<file path="src/rtl/cdb_arbiter_pkg.sv">
// -----------------------------------------------------------------------------
// cdb_arbiter_pkg
// Shared types and constants for the common data bus (CDB) arbiter slice.
// Holds the ROB index and data word types, the source numbering (alu=0, ld=1,
// br=2), the queued entry format and a small helper that steps the source
// index cyclically.
// -----------------------------------------------------------------------------
package cdb_arbiter_pkg;

  localparam int unsigned ROB_IDX_W    = 4;
  localparam int unsigned WORD_W       = 32;
  localparam int unsigned CDB_SRC_NUM  = 3;
  localparam int unsigned CDB_FIFO_BIT = 1;

  localparam logic TRUE  = 1'b1;
  localparam logic FALSE = 1'b0;

  typedef logic [ROB_IDX_W-1:0] rob_idx_t;
  typedef logic [WORD_W-1:0]    word_t;

  localparam rob_idx_t ZERO_ROB_IDX = '0;

  // Source numbering doubles as the round-robin order.
  typedef enum logic [1:0] {
    SRC_ALU = 2'd0,
    SRC_LD  = 2'd1,
    SRC_BR  = 2'd2
  } src_e;

  typedef struct packed {
    rob_idx_t src;
    word_t    val;
  } cdb_entry_t;

  // Next source in the cyclic order alu -> ld -> br -> alu.
  function automatic src_e next_src(input src_e s);
    case (s)
      SRC_ALU: return SRC_LD;
      SRC_LD:  return SRC_BR;
      default: return SRC_ALU;
    endcase
  endfunction

endpackage

</file>
<file path="src/rtl/cdb_arbiter_if.sv">
// -----------------------------------------------------------------------------
// cdb_arbiter_if
// Bundles the three result request ports, their queue-full flags and the
// registered CDB broadcast.
//   master : producer side (drives requests, observes full flags and CDB)
//   slave  : arbiter side  (observes requests, drives full flags and CDB)
// Signals:
//   alu_valid/alu_src/alu_val, ld_valid/ld_src/ld_val, br_valid/br_src/br_val
//   alu_full, ld_full, br_full
//   cdb_valid, cdb_src, cdb_val, cdb_ovf
// -----------------------------------------------------------------------------
interface cdb_arbiter_if;
  import cdb_arbiter_pkg::*;

  logic     alu_valid;
  rob_idx_t alu_src;
  word_t    alu_val;
  logic     ld_valid;
  rob_idx_t ld_src;
  word_t    ld_val;
  logic     br_valid;
  rob_idx_t br_src;
  word_t    br_val;

  logic     alu_full;
  logic     ld_full;
  logic     br_full;

  logic     cdb_valid;
  rob_idx_t cdb_src;
  word_t    cdb_val;
  logic     cdb_ovf;

  modport master (
    output alu_valid, alu_src, alu_val,
    output ld_valid,  ld_src,  ld_val,
    output br_valid,  br_src,  br_val,
    input  alu_full,  ld_full, br_full,
    input  cdb_valid, cdb_src, cdb_val, cdb_ovf
  );

  modport slave (
    input  alu_valid, alu_src, alu_val,
    input  ld_valid,  ld_src,  ld_val,
    input  br_valid,  br_src,  br_val,
    output alu_full,  ld_full, br_full,
    output cdb_valid, cdb_src, cdb_val, cdb_ovf
  );

endinterface

</file>
<file path="src/rtl/cdb_fifo.sv">
// -----------------------------------------------------------------------------
// cdb_fifo
// Per-source result queue of depth 2**FIFO_BIT.
// Ports:
//   clk, rst : clock, asynchronous active-high reset
//   clr      : synchronous flush (takes priority over push/pop)
//   push/din : enqueue din; ignored while full
//   pop      : dequeue head; ignored while empty
//   full     : count == depth (count before the edge)
//   empty    : count == 0
//   head     : oldest entry
// -----------------------------------------------------------------------------
module cdb_fifo
  import cdb_arbiter_pkg::*;
#(
  parameter int unsigned FIFO_BIT = CDB_FIFO_BIT
) (
  input  logic       clk,
  input  logic       rst,
  input  logic       clr,
  input  logic       push,
  input  logic       pop,
  input  cdb_entry_t din,
  output logic       full,
  output logic       empty,
  output cdb_entry_t head
);

  localparam int unsigned DEPTH = 1 << FIFO_BIT;
  localparam logic [FIFO_BIT:0] DEPTH_CNT = {1'b1, {FIFO_BIT{1'b0}}};

  cdb_entry_t          mem [DEPTH];
  logic [FIFO_BIT-1:0] rd_ptr;
  logic [FIFO_BIT-1:0] wr_ptr;
  logic [FIFO_BIT:0]   cnt;
  logic                do_push;
  logic                do_pop;

  assign full    = (cnt == DEPTH_CNT);
  assign empty   = (cnt == '0);
  assign do_push = push && !full && !clr;
  assign do_pop  = pop && !empty && !clr;
  assign head    = mem[rd_ptr];

  // Pointers are exactly FIFO_BIT wide, so increments wrap modulo depth.
  always_ff @(posedge clk or posedge rst) begin
    if (rst) begin
      rd_ptr <= '0;
      wr_ptr <= '0;
      cnt    <= '0;
    end else if (clr) begin
      rd_ptr <= '0;
      wr_ptr <= '0;
      cnt    <= '0;
    end else begin
      if (do_push) wr_ptr <= wr_ptr + 1'b1;
      if (do_pop)  rd_ptr <= rd_ptr + 1'b1;
      case ({do_push, do_pop})
        2'b10:   cnt <= cnt + 1'b1;
        2'b01:   cnt <= cnt - 1'b1;
        default: cnt <= cnt;
      endcase
    end
  end

  always_ff @(posedge clk) begin
    if (do_push) mem[wr_ptr] <= din;
  end

endmodule

</file>
<file path="src/rtl/cdb_arbiter.sv">
// -----------------------------------------------------------------------------
// cdb_arbiter
// Merges ALU, load and branch results onto the single common data bus.
// Each source has its own queue; one head is popped per cycle and registered
// onto cdb_* (request sampled at edge N, broadcast after edge N+1).
// Ports:
//   clk     : clock, rising edge
//   rst     : asynchronous active-high reset
//   rdy     : global ready; low freezes queues/pointer/overflow, cdb_valid=0
//   cdb_rb  : rollback flush; empties queues, cdb_valid=0, grant pointer=0
//   bus     : cdb_arbiter_if.slave (requests, full flags, CDB broadcast,
//             sticky overflow flag cdb_ovf)
// Configuration:
//   CDB_RR_ARB_EN defined   : round-robin grant starting after last winner
//   CDB_RR_ARB_EN undefined : fixed priority ld > alu > br
// -----------------------------------------------------------------------------
module cdb_arbiter
  import cdb_arbiter_pkg::*;
#(
  parameter int unsigned FIFO_BIT = CDB_FIFO_BIT
) (
  input  logic           clk,
  input  logic           rst,
  input  logic           rdy,
  input  logic           cdb_rb,
  cdb_arbiter_if.slave   bus
);

  logic [CDB_SRC_NUM-1:0] req_valid;
  logic [CDB_SRC_NUM-1:0] full;
  logic [CDB_SRC_NUM-1:0] empty;
  logic [CDB_SRC_NUM-1:0] push;
  logic [CDB_SRC_NUM-1:0] pop;
  logic [CDB_SRC_NUM-1:0] gnt_oh;
  cdb_entry_t             req  [CDB_SRC_NUM];
  cdb_entry_t             head [CDB_SRC_NUM];

  logic     gnt_any;
  src_e     gnt_src;
  logic     advance;

  logic     cdb_valid;
  rob_idx_t cdb_src;
  word_t    cdb_val;
  logic     cdb_ovf;

  // ---------------------------------------------------------------------------
  // Request collection
  // ---------------------------------------------------------------------------
  assign req_valid[SRC_ALU] = bus.alu_valid;
  assign req_valid[SRC_LD]  = bus.ld_valid;
  assign req_valid[SRC_BR]  = bus.br_valid;

  assign req[SRC_ALU] = '{src: bus.alu_src, val: bus.alu_val};
  assign req[SRC_LD]  = '{src: bus.ld_src,  val: bus.ld_val};
  assign req[SRC_BR]  = '{src: bus.br_src,  val: bus.br_val};

  // State moves only on a ready, non-rollback cycle.
  assign advance = rdy && !cdb_rb;

  // full is the pre-edge count, so a full queue drops its push even if it is
  // also being popped this cycle.
  assign push = req_valid & ~full & {CDB_SRC_NUM{advance}};
  assign pop  = gnt_oh & {CDB_SRC_NUM{advance}};

  // ---------------------------------------------------------------------------
  // Per-source queues
  // ---------------------------------------------------------------------------
  cdb_fifo #(.FIFO_BIT(FIFO_BIT)) u_alu_fifo (
    .clk   (clk),
    .rst   (rst),
    .clr   (cdb_rb),
    .push  (push[SRC_ALU]),
    .pop   (pop[SRC_ALU]),
    .din   (req[SRC_ALU]),
    .full  (full[SRC_ALU]),
    .empty (empty[SRC_ALU]),
    .head  (head[SRC_ALU])
  );

  cdb_fifo #(.FIFO_BIT(FIFO_BIT)) u_ld_fifo (
    .clk   (clk),
    .rst   (rst),
    .clr   (cdb_rb),
    .push  (push[SRC_LD]),
    .pop   (pop[SRC_LD]),
    .din   (req[SRC_LD]),
    .full  (full[SRC_LD]),
    .empty (empty[SRC_LD]),
    .head  (head[SRC_LD])
  );

  cdb_fifo #(.FIFO_BIT(FIFO_BIT)) u_br_fifo (
    .clk   (clk),
    .rst   (rst),
    .clr   (cdb_rb),
    .push  (push[SRC_BR]),
    .pop   (pop[SRC_BR]),
    .din   (req[SRC_BR]),
    .full  (full[SRC_BR]),
    .empty (empty[SRC_BR]),
    .head  (head[SRC_BR])
  );

  // ---------------------------------------------------------------------------
  // Grant selection
  // ---------------------------------------------------------------------------
`ifdef CDB_RR_ARB_EN
  // ptr names the highest-priority source for this cycle: one past the
  // last winner.
  src_e ptr;
  src_e cand1;
  src_e cand2;

  always_comb begin
    cand1   = next_src(ptr);
    cand2   = next_src(cand1);
    gnt_any = 1'b1;
    gnt_src = SRC_ALU;
    if (!empty[ptr])        gnt_src = ptr;
    else if (!empty[cand1]) gnt_src = cand1;
    else if (!empty[cand2]) gnt_src = cand2;
    else                    gnt_any = 1'b0;
  end

  always_ff @(posedge clk or posedge rst) begin
    if (rst) begin
      ptr <= SRC_ALU;
    end else if (cdb_rb) begin
      ptr <= SRC_ALU;
    end else if (rdy && gnt_any) begin
      ptr <= next_src(gnt_src);
    end
  end
`else
  always_comb begin
    gnt_any = 1'b1;
    gnt_src = SRC_ALU;
    if (!empty[SRC_LD])       gnt_src = SRC_LD;
    else if (!empty[SRC_ALU]) gnt_src = SRC_ALU;
    else if (!empty[SRC_BR])  gnt_src = SRC_BR;
    else                      gnt_any = 1'b0;
  end
`endif

  always_comb begin
    gnt_oh = '0;
    if (gnt_any) gnt_oh[gnt_src] = 1'b1;
  end

  // ---------------------------------------------------------------------------
  // Registered broadcast and sticky overflow
  // ---------------------------------------------------------------------------
  always_ff @(posedge clk or posedge rst) begin
    if (rst) begin
      cdb_valid <= 1'b0;
      cdb_src   <= ZERO_ROB_IDX;
      cdb_val   <= '0;
      cdb_ovf   <= FALSE;
    end else if (cdb_rb) begin
      cdb_valid <= 1'b0;
    end else if (rdy) begin
      cdb_valid <= gnt_any;
      if (gnt_any) begin
        cdb_src <= head[gnt_src].src;
        cdb_val <= head[gnt_src].val;
      end
      if (|(req_valid & full)) cdb_ovf <= TRUE;
    end else begin
      cdb_valid <= 1'b0;
    end
  end

  assign bus.alu_full  = full[SRC_ALU];
  assign bus.ld_full   = full[SRC_LD];
  assign bus.br_full   = full[SRC_BR];
  assign bus.cdb_valid = cdb_valid;
  assign bus.cdb_src   = cdb_src;
  assign bus.cdb_val   = cdb_val;
  assign bus.cdb_ovf   = cdb_ovf;

endmodule
</file>
<file path="src/flat_wrapper.sv">
// flat-port wrapper written by rule: the top's interface ports become plain ports
module cdb_arbiter_flat import cdb_arbiter_pkg::*;
#(
  parameter int unsigned FIFO_BIT = CDB_FIFO_BIT
)
  (clk, rst, rdy, cdb_rb, bus_alu_valid, bus_alu_src, bus_alu_val, bus_ld_valid, bus_ld_src, bus_ld_val, bus_br_valid, bus_br_src, bus_br_val, bus_alu_full, bus_ld_full, bus_br_full, bus_cdb_valid, bus_cdb_src, bus_cdb_val, bus_cdb_ovf);
  cdb_arbiter_if bus_i ();
  input  logic clk;
  input  logic rst;
  input  logic rdy;
  input  logic cdb_rb;
  input wire logic [$bits(bus_i.alu_valid)-1:0] bus_alu_valid;
  input wire logic [$bits(bus_i.alu_src)-1:0] bus_alu_src;
  input wire logic [$bits(bus_i.alu_val)-1:0] bus_alu_val;
  input wire logic [$bits(bus_i.ld_valid)-1:0] bus_ld_valid;
  input wire logic [$bits(bus_i.ld_src)-1:0] bus_ld_src;
  input wire logic [$bits(bus_i.ld_val)-1:0] bus_ld_val;
  input wire logic [$bits(bus_i.br_valid)-1:0] bus_br_valid;
  input wire logic [$bits(bus_i.br_src)-1:0] bus_br_src;
  input wire logic [$bits(bus_i.br_val)-1:0] bus_br_val;
  output wire logic [$bits(bus_i.alu_full)-1:0] bus_alu_full;
  output wire logic [$bits(bus_i.ld_full)-1:0] bus_ld_full;
  output wire logic [$bits(bus_i.br_full)-1:0] bus_br_full;
  output wire logic [$bits(bus_i.cdb_valid)-1:0] bus_cdb_valid;
  output wire logic [$bits(bus_i.cdb_src)-1:0] bus_cdb_src;
  output wire logic [$bits(bus_i.cdb_val)-1:0] bus_cdb_val;
  output wire logic [$bits(bus_i.cdb_ovf)-1:0] bus_cdb_ovf;
  assign bus_i.alu_valid = bus_alu_valid;
  assign bus_i.alu_src = bus_alu_src;
  assign bus_i.alu_val = bus_alu_val;
  assign bus_i.ld_valid = bus_ld_valid;
  assign bus_i.ld_src = bus_ld_src;
  assign bus_i.ld_val = bus_ld_val;
  assign bus_i.br_valid = bus_br_valid;
  assign bus_i.br_src = bus_br_src;
  assign bus_i.br_val = bus_br_val;
  assign bus_alu_full = bus_i.alu_full;
  assign bus_ld_full = bus_i.ld_full;
  assign bus_br_full = bus_i.br_full;
  assign bus_cdb_valid = bus_i.cdb_valid;
  assign bus_cdb_src = bus_i.cdb_src;
  assign bus_cdb_val = bus_i.cdb_val;
  assign bus_cdb_ovf = bus_i.cdb_ovf;
  cdb_arbiter #(.FIFO_BIT(FIFO_BIT)) u_core (.clk(clk), .rst(rst), .rdy(rdy), .cdb_rb(cdb_rb), .bus(bus_i));
endmodule
</file>
<file path="config.mk">
export PLATFORM = sky130hd
export DESIGN_NAME = cdb_arbiter_flat
export DESIGN_NICKNAME = d
export VERILOG_FILES = /design/src/rtl/cdb_arbiter_pkg.sv /design/src/rtl/cdb_arbiter_if.sv /design/src/rtl/cdb_fifo.sv /design/src/rtl/cdb_arbiter.sv /design/src/flat_wrapper.sv
export SDC_FILE = /design/constraint.sdc
export NUM_CORES = 1
export LEC_CHECK = 0
export ABC_AREA = 1
export CAP_MARGIN = 20
export CORE_MARGIN = 8
export CORE_UTILIZATION = 55
export CTS_CLUSTER_SIZE = 25
export DETAILED_ROUTE_END_ITERATION = 6
export PLACE_DENSITY = 0.8
export SYNTH_ARGS = -nofsm -noshare
export SYNTH_HDL_FRONTEND = slang
export SYNTH_HIERARCHICAL = 1
export SYNTH_SLANG_ARGS = --single-unit
</file>
<file path="constraint.sdc">
create_clock -name clk -period 12.15 [get_ports clk]
set_clock_uncertainty 0.1 [all_clocks]
set_input_delay 3.645 -clock clk [delete_from_list [all_inputs] [get_ports clk]]
set_output_delay 3.645 -clock clk [all_outputs]
set_load 0.05 [all_outputs]
</file>
# Word-level counts from Yosys, hierarchy flattened
# Memory sizes are Yosys's and may differ from the RTL's.
# Cells that the tools add are included.
dict set report word_totals {
  mem_bits_rw 216
  memories 3
  wordCells 121
  out_inout_bits 41
  in_bits 115
  reg_bits 50
}
dict set report op_classes {
  reduce_logical 36
  bitwise 7
  mux 38
  n_eq_ne 9
  add_sub_neg 12
  magnitude_cmp 3
}
# memory words width read_ports rd_clocked_by_memory_dff wr line_no
set mem_list {}
lappend mem_list {u_core.u_alu_fifo.mem 2 36 1 0 1 cdb_fifo.sv:32} ;# cdb_entry_t mem [DEPTH];
lappend mem_list {u_core.u_br_fifo.mem 2 36 1 0 1 cdb_fifo.sv:32}
lappend mem_list {u_core.u_ld_fifo.mem 2 36 1 0 1 cdb_fifo.sv:32}
# operator count
set ops {}
lappend ops {{$bmux 36 s2} 1}
lappend ops {{$mux 36} 2}
lappend ops {{$mux 1} 24}
lappend ops {{$logic_and 1x1->1} 14}
lappend ops {{$and 3x3->3} 4}
lappend ops {{$eq 2x2->1 const B} 6}
lappend ops {{$mux 2} 6}
lappend ops {{$pmux 2 s2} 3}
lappend ops {{$reduce_bool 2->1} 6}
lappend ops {{$reduce_bool 3->1} 3}
lappend ops {{$logic_not 1->1} 7}
lappend ops {{$add 1x1->1 const B} 6}
lappend ops {{$add 2x1->2 const B} 3}
lappend ops {{$eq 2x1->1 const B} 3}
lappend ops {{$logic_not 2->1} 3}
lappend ops {{$reduce_and 3->1} 2}
lappend ops {{$sub 2x1->2 const B} 3}
lappend ops {{$ge 3x3->1 const B} 1}
lappend ops {{$lt 2x3->1 const B} 1}
lappend ops {{$mux 3} 1}
lappend ops {{$not 2->3} 1}
lappend ops {{$not 3->3} 1}
lappend ops {{$reduce_or 3->1} 1}
lappend ops {{$demux 1 s2} 1}
lappend ops {{other kinds (2)} 2}

# Logic depth before layout (Yosys ltp)
# Gate-level depths: netlist of the first run.
dict set report depth {
  depth_word 15
  mapped_depth 11
  ltp_nobuf 11
}

# By module
# Netlist of the first run, hierarchy kept.
# mod instances area_each_um2 seq_area_each_um2 cells_per_inst
set modules_own_cells {}
lappend modules_own_cells {{cdb_fifo (u_core.u_br_fifo ...)} 2 2884.0 2262.2 151}
lappend modules_own_cells {{cdb_fifo (u_core.u_alu_fifo)} 1 2864.0 2262.2 150}
lappend modules_own_cells {cdb_arbiter 1 2716.4 950.9 478}

# Worst setup path after synthesis of the first run
# OpenSTA, ideal clock, no wires.
dict set report synth_path {
  path_kind {input to register}
  from {input rdy}
  to {memory u_core/u_alu_fifo/mem[1][0] (netlist name) (enable)}
  cell_stages 6
  setup_ps 474
  n_path_buf 0
  path_slack_ps 4936
  required_time_ps 11576
  arrival_time_ps 6640
  path_cell_list {inv_1 nor2_4 nand2_1 nor2_1 nand2_4 nor3_1}
}
dict set report synth_between {
  elab_chain_cells 6
}
# element line_no
set synth_rtl {}
lappend synth_rtl {{from (decl)} flat_wrapper.sv:10} ;# input logic rdy;
lappend synth_rtl {{$logic_and 1x1->1} cdb_arbiter.sv:59} ;# assign advance = rdy && !cdb_rb;
lappend synth_rtl {{$and 3x3->3} cdb_arbiter.sv:63} ;# assign push = req_valid & ~full & {CDB_SRC_NUM{advance}};
lappend synth_rtl {{named net u_core.push[0]} cdb_arbiter.sv:32} ;# logic [CDB_SRC_NUM-1:0] push;
lappend synth_rtl {{$logic_and 1x1->1 (2 in a row)} cdb_fifo.sv:41} ;# assign do_push = push && !full && !clr;
lappend synth_rtl {{$mux 1} cdb_fifo.sv:67} ;# if (do_push) mem[wr_ptr] <= din;
lappend synth_rtl {{$mux 1 (implied by the code)} cdb_fifo.sv:67}
lappend synth_rtl {{to (decl)} cdb_fifo.sv:32}
# The timed path passes the listed nets, and every way through them passes these cells.

# Worst setup path after layout of the first run
dict set report layout_path {
  from {input cdb_rb}
  to {memory u_core/u_alu_fifo/mem[0][14] (netlist name) (enable)}
}
dict set report layout_between {
  elab_chain_cells 7
}
# element line_no
set layout_rtl {}
lappend layout_rtl {{from (decl)} flat_wrapper.sv:11} ;# input logic cdb_rb;
lappend layout_rtl {{$logic_not 1->1} cdb_arbiter.sv:59}
lappend layout_rtl {{$logic_and 1x1->1} cdb_arbiter.sv:59}
lappend layout_rtl {{$and 3x3->3} cdb_arbiter.sv:63}
lappend layout_rtl {{named net u_core.push[0]} cdb_arbiter.sv:32}
lappend layout_rtl {{$logic_and 1x1->1 (2 in a row)} cdb_fifo.sv:41}
lappend layout_rtl {{$mux 1} cdb_fifo.sv:67}
lappend layout_rtl {{$mux 1 (implied by the code)} cdb_fifo.sv:67}
# The timed path passes the listed nets, and every way through them passes these cells.

==> results of run 1 <==
routing by layer:
metal	vias to the layer above	wire [µm]
met5	-	0
met2	224	13100
met3	47	1610
met4	0	750
li1	3380	-
met1	3446	9560
Yosys cell counts:
cell	count
nand3b_1	1
dfrtp_1	50
o21bai_1	2
o21ai_0	3
mux2_2	60
mux2_1	48
nand4_1	2
a21oi_1	2
xor2_1	2
xnor2_1	2
nand2_1	289
edfxtp_1	216
nor3_1	2
nand2_2	6
nand3_2	2
nor2_2	4
nor2_1	12
buf_2	15
buf_6	4
inv_1	132
nand2_4	4
o21ai_1	3
a21oi_2	3
nor2_4	5
buf_4	9
clkbuf_1	3
a21o_1	1
inv_2	6
nand3_1	42
worst max-delay path by stage:
stage                 from                      endpoint  slack (ns)  depth (start not counted)
detailed placement  cdb_rb  u_core/u_alu_fifo/mem[1][21]        5.13                          7
finish              cdb_rb  u_core/u_alu_fifo/mem[0][14]        5.95                          9
global placement    cdb_rb  u_core/u_alu_fifo/mem[1][20]        5.24                          7
CTS                 cdb_rb  u_core/u_alu_fifo/mem[1][35]        5.63                          7
global route        cdb_rb  u_core/u_alu_fifo/mem[0][14]        5.76                          9
floorplan              rdy   u_core/u_alu_fifo/mem[1][0]        4.94                          6
worst reg2reg max path, stage by stage, from the launching register on:
cell     delay (ns)
dfrtp_1        0.45
nor2_4         0.87
inv_2          0.58
nor3_1         0.39
o21ai_1        0.19
nand2_2        0.14
nand2_1        0.06
nand2_1        0.06
nand2_1        0.05
power groups by stage:
stage | Clock [mW] | Combinational [mW] | Sequential, mW
detailed placement | 0 | 0.583 | 1.13
finish | 0.794 | 0.583 | 1.12
CTS | 0.808 | 0.586 | 1.12
floorplan | 0 | 0.163 | 1.32
global route | 0.846 | 0.617 | 1.13
global placement | 0 | 0.572 | 1.13
registers in the layout, summed over array words and instances (netlist names):
name and count:
u_core/u_br_fifo/cnt 2, u_core/u_alu_fifo/mem 72, u_core/bus.cdb_valid 1, u_core/u_alu_fifo/wr_ptr 1
u_core/u_ld_fifo/wr_ptr 1, u_core/u_br_fifo/wr_ptr 1, u_core/u_alu_fifo/cnt 2, u_core/bus.cdb_src 4
u_core/u_br_fifo/rd_ptr 1, u_core/u_ld_fifo/mem 72, u_core/u_ld_fifo/rd_ptr 1, u_core/bus.cdb_ovf 1
u_core/u_br_fifo/mem 72, u_core/bus.cdb_val 32, u_core/u_alu_fifo/rd_ptr 1, u_core/u_ld_fifo/cnt 2
per-stage QoR:
| step | hold WS (ns) | util, % | cell area, µm² |
|---|---|---|---|
| floorplan | 0.410 | - | 11300 |
| global placement | 0.351 | 64.9 | 13100 |
| detailed placement | 0.362 | 64.9 | 13100 |
| CTS | 0.375 | 69.1 | 14000 |
| global route | 0.388 | 69.5 | 14100 |
| finish | 0.374 | 69.5 | 14100 |
cell families (layout without fill, tap and decap cells):
kind of cell	after synthesis	in the layout
flops	266	266
xor+xnor	4	4
buf+inv	169	354
mux	108	108
compound gates	14	14
simple gates	369	369
final cells by class:
| cell class | count | area [µm²] | share of cell area [%] |
|---|---|---|---|
| Inverter | 138 | 518 | 3.68 |
| Clock buffer | 32 | 694 | 4.94 |
| Multi-Input combinational cell | 495 | 2930 | 20.8 |
| Clock inverter | 17 | 159 | 1.13 |
| Timing Repair Buffer | 167 | 1700 | 12.0 |
| Tap cell | 270 | 338 | 2.40 |
| Sequential cell | 266 | 7740 | 55.0 |
==> reports/qor.csv, run 1 <==
stage,metric,value,unit
layout,syn_to_final_growth,24.0,%
layout,num-fill-cells,1426,
logic_synthesis,synth_top_family_by_area,simple AND/OR/NAND/NOR gates,
setup_path,criticalPathCategory,primary input to flop,
logic_synthesis,seq_area_frac_synth,68.2,%
global_routing,use_met3,4.42,%
timing,worstMarginPinSlew,1.10,ns
logic_synthesis,synth_top_area_share,57.2,%
timing,relSlewSlack,26.5,%
clocking,cts_hold_buffers,0,
power_and_ir_drop,switchingPower,761,µW
setup_path,worstPathMaxFanout,23,
clocking,clock-sinks,266,
setup_path,end_kind,flop,
clocking,root_buffer,clkbuf_16,
place,dp_slack,5.13,ns
place,gp_congestion,0.872,
global_routing,overflow,0,
global_routing,antenna_found_initial,0,
clocking,cts_buffers,27,
floorplanning,coreArea,20200,µm²
setup_path,cp_slowest_cell,clkdlybuf4s50_1,
power_and_ir_drop,clock_power_share,31.9,%
drt,drt_iter0_markers,430,
job,drv_cap,0,
floorplanning,dieWidth,160,µm
drt,drcViolationCount,0,
timing,setup_slack,5.95,ns
power_and_ir_drop,vdd_drop_max,0.212,mV
worst_hold_path,min-delay-path-class,flop to flop,
floorplanning,dieArea,25500,µm²
logic_synthesis,synth-xor-area-share,0.309,%
layout,most-common-layout-cells,"289 x nand2_1, 216 x edfxtp_1, 155 x clkdlybuf4s50_1",
clocking,cts_tree,done,
floorplanning,row_count,52,
layout,drive_gt1_share,12.9,%
logic_synthesis,synthMuxAreaShare,10.7,%
setup_path,r2r-end,u_core/u_alu_fifo/cnt[0],
clocking,ctsResizeCount,0,
layout,nets,1210,
timing,min_period,6.20,ns
floorplanning,pin_count,156,
setup_path,critPathLaunchType,primary input,
power_and_ir_drop,seqPwrFrac,44.8,%
logic_synthesis,avgSynthCellArea,12.2,µm²
drt,ant_nets,0,
setup_path,r2r_slack,9.14,ns
setup_path,r2r_cells,8,
drt,routed_wl,25000,µm
drt,avgRoutedWirePerCell,18.0,µm
timing,rsz0062_at_grt,false,
logic_synthesis,yosysWarnings,6,
layout,finalNonFillerCells,1385,
power_and_ir_drop,p_int,1.73,mW
clocking,path_clk_slew,0.06,ns
global_routing,grt_max_degree,43,
timing,finalHoldViolations,0,
power_and_ir_drop,netSwitchingFraction,30.5,%
logic_synthesis,yosys.area.top_type,edfxtp_1,
timing,fin_tns_setup,0,ns
logic_synthesis,yosys.area_share.simple,13.7,%
global_routing,grtUsageMet1,21.7,%
logic_synthesis,synth-seq-cells,266,
power_and_ir_drop,power.leakage,5.78,nW
floorplanning,die_height,160,µm
setup_path,cp.arrival,6.28,ns
setup_path,max_stage_delay,0.77,ns
drt,first_pass_iters,5,
setup_path,cp_num_buf_inv,3,
setup_path,crit_chain,clkdlybuf4s50_1 > nor2_4 > nand2_1 > nor2_1 > nand2_4 > nor2_4 > nand2_1 > inv_1 > buf_4,
logic_synthesis,synth_compound_area_share,0.783,%
worst_hold_path,hold_end,u_core/u_br_fifo/rd_ptr,
worst_hold_path,hp-start,u_core/u_br_fifo/rd_ptr,
clocking,clk_latency,0.52,ns
global_routing,grt_first_pass_wirelength,38700,µm
logic_synthesis,syn_area,11300,µm²
drt,num_vias,7097,
logic_synthesis,ys_top_cells_by_area,"edfxtp_1 57%, dfrtp_1 11%, nand2_1 9.6%, mux2_2 6.0%, mux2_1 4.8%",
logic_synthesis,synthAdderAreaFrac,0,%
clocking,h-tree-depth,1,
layout,n_antenna_cell,0,
global_routing,grt_pass1_vias,7438,
power_and_ir_drop,combPwrFrac,23.4,%
setup_path,required,12.23,ns
timing,drv_slew,0,
power_and_ir_drop,p_total,2.49,mW
global_routing,grt_usage,19.0,%
worst_hold_path,hold_depth,1,
timing,fmax,161,MHz
drt,via_per_inst,5.12,
layout,mostFrequentLayoutCell,nand2_1,
global_routing,use_met2,34.9,%
global_routing,grt_most_used_layer,met2,
clocking,clockBufferDepth,3,
clocking,post-cts-setup-buffers,0,
logic_synthesis,synth.distinct_cells,29,
floorplanning,start_util,56.1,%
timing,fin_crit_sh,51.0,%
place,place_inst,1331,
run_status,status,completed,
timing,setup_viol,0,
place,io_buffers,155,
setup_path,crit_family,buffers and inverters,
setup_path,timing.rr.start,u_core/u_ld_fifo/cnt[0],
place,dp_hpwl,16800,µm
logic_synthesis,synth_nets,1045,
power_and_ir_drop,power_density,177,nW/µm²
logic_synthesis,syn_inst,930,
(Power assumes the default switching activity.)
==> run 2, diff against run 1 <==
Settings changed: CORE_UTILIZATION 55 to 50, PLACE_DENSITY 0.8 to 0.77.
Clock period 12.15 ns to 5.6 ns, I/O delays scaled along.
==> run 2 against run 1 <==
- global-route usage is 1.4 points lower
- critical path depth stayed put
- largest cell class unchanged
- die area is 9.0% higher
- power is 120% higher
- core utilization is 6.6 points lower
- hold slack worse by 0.0090 ns
- non-clock buffer count stayed put
==> reports/qor.csv, run 2 (synthesis gave the netlist of run 1 again) <==
stage,metric,value,unit,change
run_status,status,completed,,unchanged
layout,fin_area,14100,µm²,about the same
timing,setup_viol,0,,unchanged
power_and_ir_drop,netSwitchingFraction,30.7,%,was 30.5%
drt,first_pass_iters,6,,was 5
drt,num_vias,7099,,was 7097
worst_hold_path,hp-start,u_core/bus.cdb_ovf,,was u_core/u_br_fifo/rd_ptr
power_and_ir_drop,combPwrFrac,23.1,%,was 23.4%
place,io_buffers,155,,unchanged
power_and_ir_drop,switchingPower,1.69,mW,was 761 µW
layout,drive_gt1_share,12.9,%,about the same
clocking,clockBufferDepth,3,,unchanged
layout,syn_to_final_growth,24.4,%,was 24.0%
global_routing,overflow,0,,unchanged
clocking,post-cts-setup-buffers,0,,unchanged
floorplanning,row_count,55,,was 52
job,drv_cap,0,,unchanged
setup_path,r2r_slack,2.97,ns,was 9.14 ns
clocking,cts_hold_buffers,0,,unchanged
global_routing,grt_first_pass_wirelength,39000,µm,was 38700 µm
global_routing,grt_pass1_vias,7312,,was 7438
layout,mostFrequentLayoutCell,nand2_1,,unchanged
clocking,cts_buffers,27,,unchanged
worst_hold_path,hold_depth,1,,unchanged
clocking,ctsResizeCount,0,,unchanged
power_and_ir_drop,clock_power_share,32.7,%,was 31.9%
setup_path,r2r-end,u_core/bus.cdb_val[6],,was u_core/u_alu_fifo/cnt[0]
timing,fmax,247,MHz,
timing,worstMarginPinSlew,0.871,ns,was 1.10 ns
setup_path,cp_slowest_cell,clkdlybuf4s50_1,,unchanged
floorplanning,start_util,50.6,%,was 56.1%
setup_path,max_stage_delay,0.74,ns,was 0.77 ns
global_routing,grt_max_degree,43,,unchanged
clocking,h-tree-depth,1,,unchanged
clocking,cts_tree,done,,unchanged
worst_hold_path,hold_end,u_core/bus.cdb_ovf,,was u_core/u_br_fifo/rd_ptr
setup_path,crit_chain,clkdlybuf4s50_1 > nor2_4 > nand2_1 > nor2_1 > nand2_4 > nor2_4 > nand2_1 > inv_1 > buf_12,,was clkdlybuf4s50_1 > nor2_4 > nand2_1 > nor2_1 > nand2_4 > nor2_4 > nand2_1 > inv_1 > buf_4
power_and_ir_drop,power_density,390,nW/µm²,was 177 nW/µm²
drt,routed_wl,25200,µm,was 25000 µm
floorplanning,coreArea,22400,µm²,was 20200 µm²
layout,n_antenna_cell,0,,unchanged
timing,finalHoldViolations,0,,unchanged
layout,most-common-layout-cells,"289 x nand2_1, 216 x edfxtp_1, 155 x clkdlybuf4s50_1",,unchanged
global_routing,grtUsageMet1,21.8,%,was 21.7%
setup_path,r2r_cells,6,,was 8
global_routing,use_met3,3.50,%,was 4.42%
floorplanning,pin_count,156,,unchanged
drt,drt_iter0_markers,617,,was 430
setup_path,worstPathMaxFanout,23,,unchanged
setup_path,critPathLaunchType,primary input,,unchanged
floorplanning,dieWidth,167,µm,was 160 µm
layout,nets,1210,,unchanged
power_and_ir_drop,vdd_drop_max,0.324,mV,was 0.212 mV
power_and_ir_drop,power.leakage,5.80,nW,was 5.78 nW
timing,fin_tns_setup,0,ns,unchanged
clocking,path_clk_slew,0.06,ns,about the same
timing,fin_crit_sh,72.4,%,
clocking,clock-sinks,266,,unchanged
power_and_ir_drop,seqPwrFrac,44.2,%,was 44.8%
layout,reg_top3,"u_core/u_alu_fifo/mem x72, u_core/u_br_fifo/mem x72, u_core/u_ld_fifo/mem x72",,unchanged
global_routing,antenna_found_initial,0,,unchanged
setup_path,end_kind,flop,,unchanged
setup_path,criticalPathCategory,primary input to flop,,unchanged
floorplanning,dieArea,27800,µm²,was 25500 µm²
drt,via_per_inst,5.07,,was 5.12
timing,drv_slew,0,,unchanged
floorplanning,die_height,167,µm,was 160 µm
clocking,root_buffer,clkbuf_16,,unchanged
setup_path,required,5.71,ns,was 12.23 ns
worst_hold_path,min-delay-path-class,flop to flop,,unchanged
global_routing,use_met2,31.0,%,was 34.9%
timing,min_period,4.05,ns,
global_routing,grt_usage,17.6,%,was 19.0%
place,place_area,13200,µm²,was 13100 µm²
timing,rsz0062_at_grt,false,,unchanged
clocking,clk_latency,0.53,ns,was 0.52 ns
drt,ant_nets,0,,unchanged
place,gp_congestion,0.850,,was 0.872
power_and_ir_drop,p_int,3.81,mW,was 1.73 mW
drt,avgRoutedWirePerCell,18.0,µm,about the same
place,dp_hpwl,17200,µm,was 16800 µm
timing,relSlewSlack,41.8,%,was 26.5%
global_routing,grt_most_used_layer,met2,,unchanged
setup_path,timing.rr.start,u_core/u_ld_fifo/cnt[0],,unchanged
timing,fin_hold_ws,0.365,ns,was 0.374 ns
setup_path,cp.arrival,4.16,ns,was 6.28 ns
drt,drcViolationCount,0,,unchanged
-- run 2: cell count changes in the layout (fill, tap and decap cells not counted), sizes merged --
cell    previous run  this run
clkbuf            32        34
clkinv            12        10
inv              138       139
-- run 2: final cells by class --
type | instances | area [µm²]
Tap cell | 285 | 357
Sequential cell | 266 | 7740
Clock buffer | 34 | 743
Fill cell | 1684 | 8320
Multi-Input combinational cell | 495 | 2930
Inverter | 138 | 518
Clock inverter | 16 | 155
Timing Repair Buffer | 167 | 1670
-- run 2: critical path, delay by kind of cell --
kind	cells	cell delay [ns]
buffers and inverters	3	1.54
AND/OR/NAND/NOR	6	0.91
-- run 2: metal layers --
metal | up-vias | share of wire, %
li1 | 3384 | -
met1 | 3421 | 41
met2 | 253 | 50
met3 | 41 | 6.3
met4 | 0 | 2.3
met5 | - | 0
-- run 2: worst max path at each step --
stage	from	endpoint	slack, ns	depth (start not counted)
finish	cdb_rb	u_core/u_alu_fifo/mem[0][19]	1.55	9
global route	cdb_rb	u_core/u_alu_fifo/mem[0][19]	1.42	9
CTS	cdb_rb	u_core/u_alu_fifo/mem[0][19]	1.57	9
detailed placement	cdb_rb	u_core/u_alu_fifo/mem[0][17]	1.05	9
global placement	cdb_rb	u_core/u_alu_fifo/mem[0][17]	1.12	9
floorplan	rdy	u_core/u_alu_fifo/mem[1][0]	0.35	6
-- run 2: power groups by stage --
| stage | clock network, mW | registers [mW] | logic (mW) |
|---|---|---|---|
| after global placement | 0 | 2.47 | 1.24 |
| after CTS | 1.82 | 2.43 | 1.28 |
| after floorplan | 0 | 2.87 | 0.354 |
| final | 1.80 | 2.43 | 1.27 |
| after detailed placement | 0 | 2.47 | 1.27 |
| after global routing | 1.90 | 2.45 | 1.35 |
-- run 2: through the flow --
step	total power, mW	util, %	cells	setup WS (ns)
final	5.50	62.9	1401	1.55
after global routing	5.70	62.9	1401	1.42
after CTS	5.54	62.8	1400	1.57
after detailed placement	3.74	58.8	1350	1.05
after global placement	3.71	58.8	1350	1.12
after floorplan	3.22	-	930	0.351
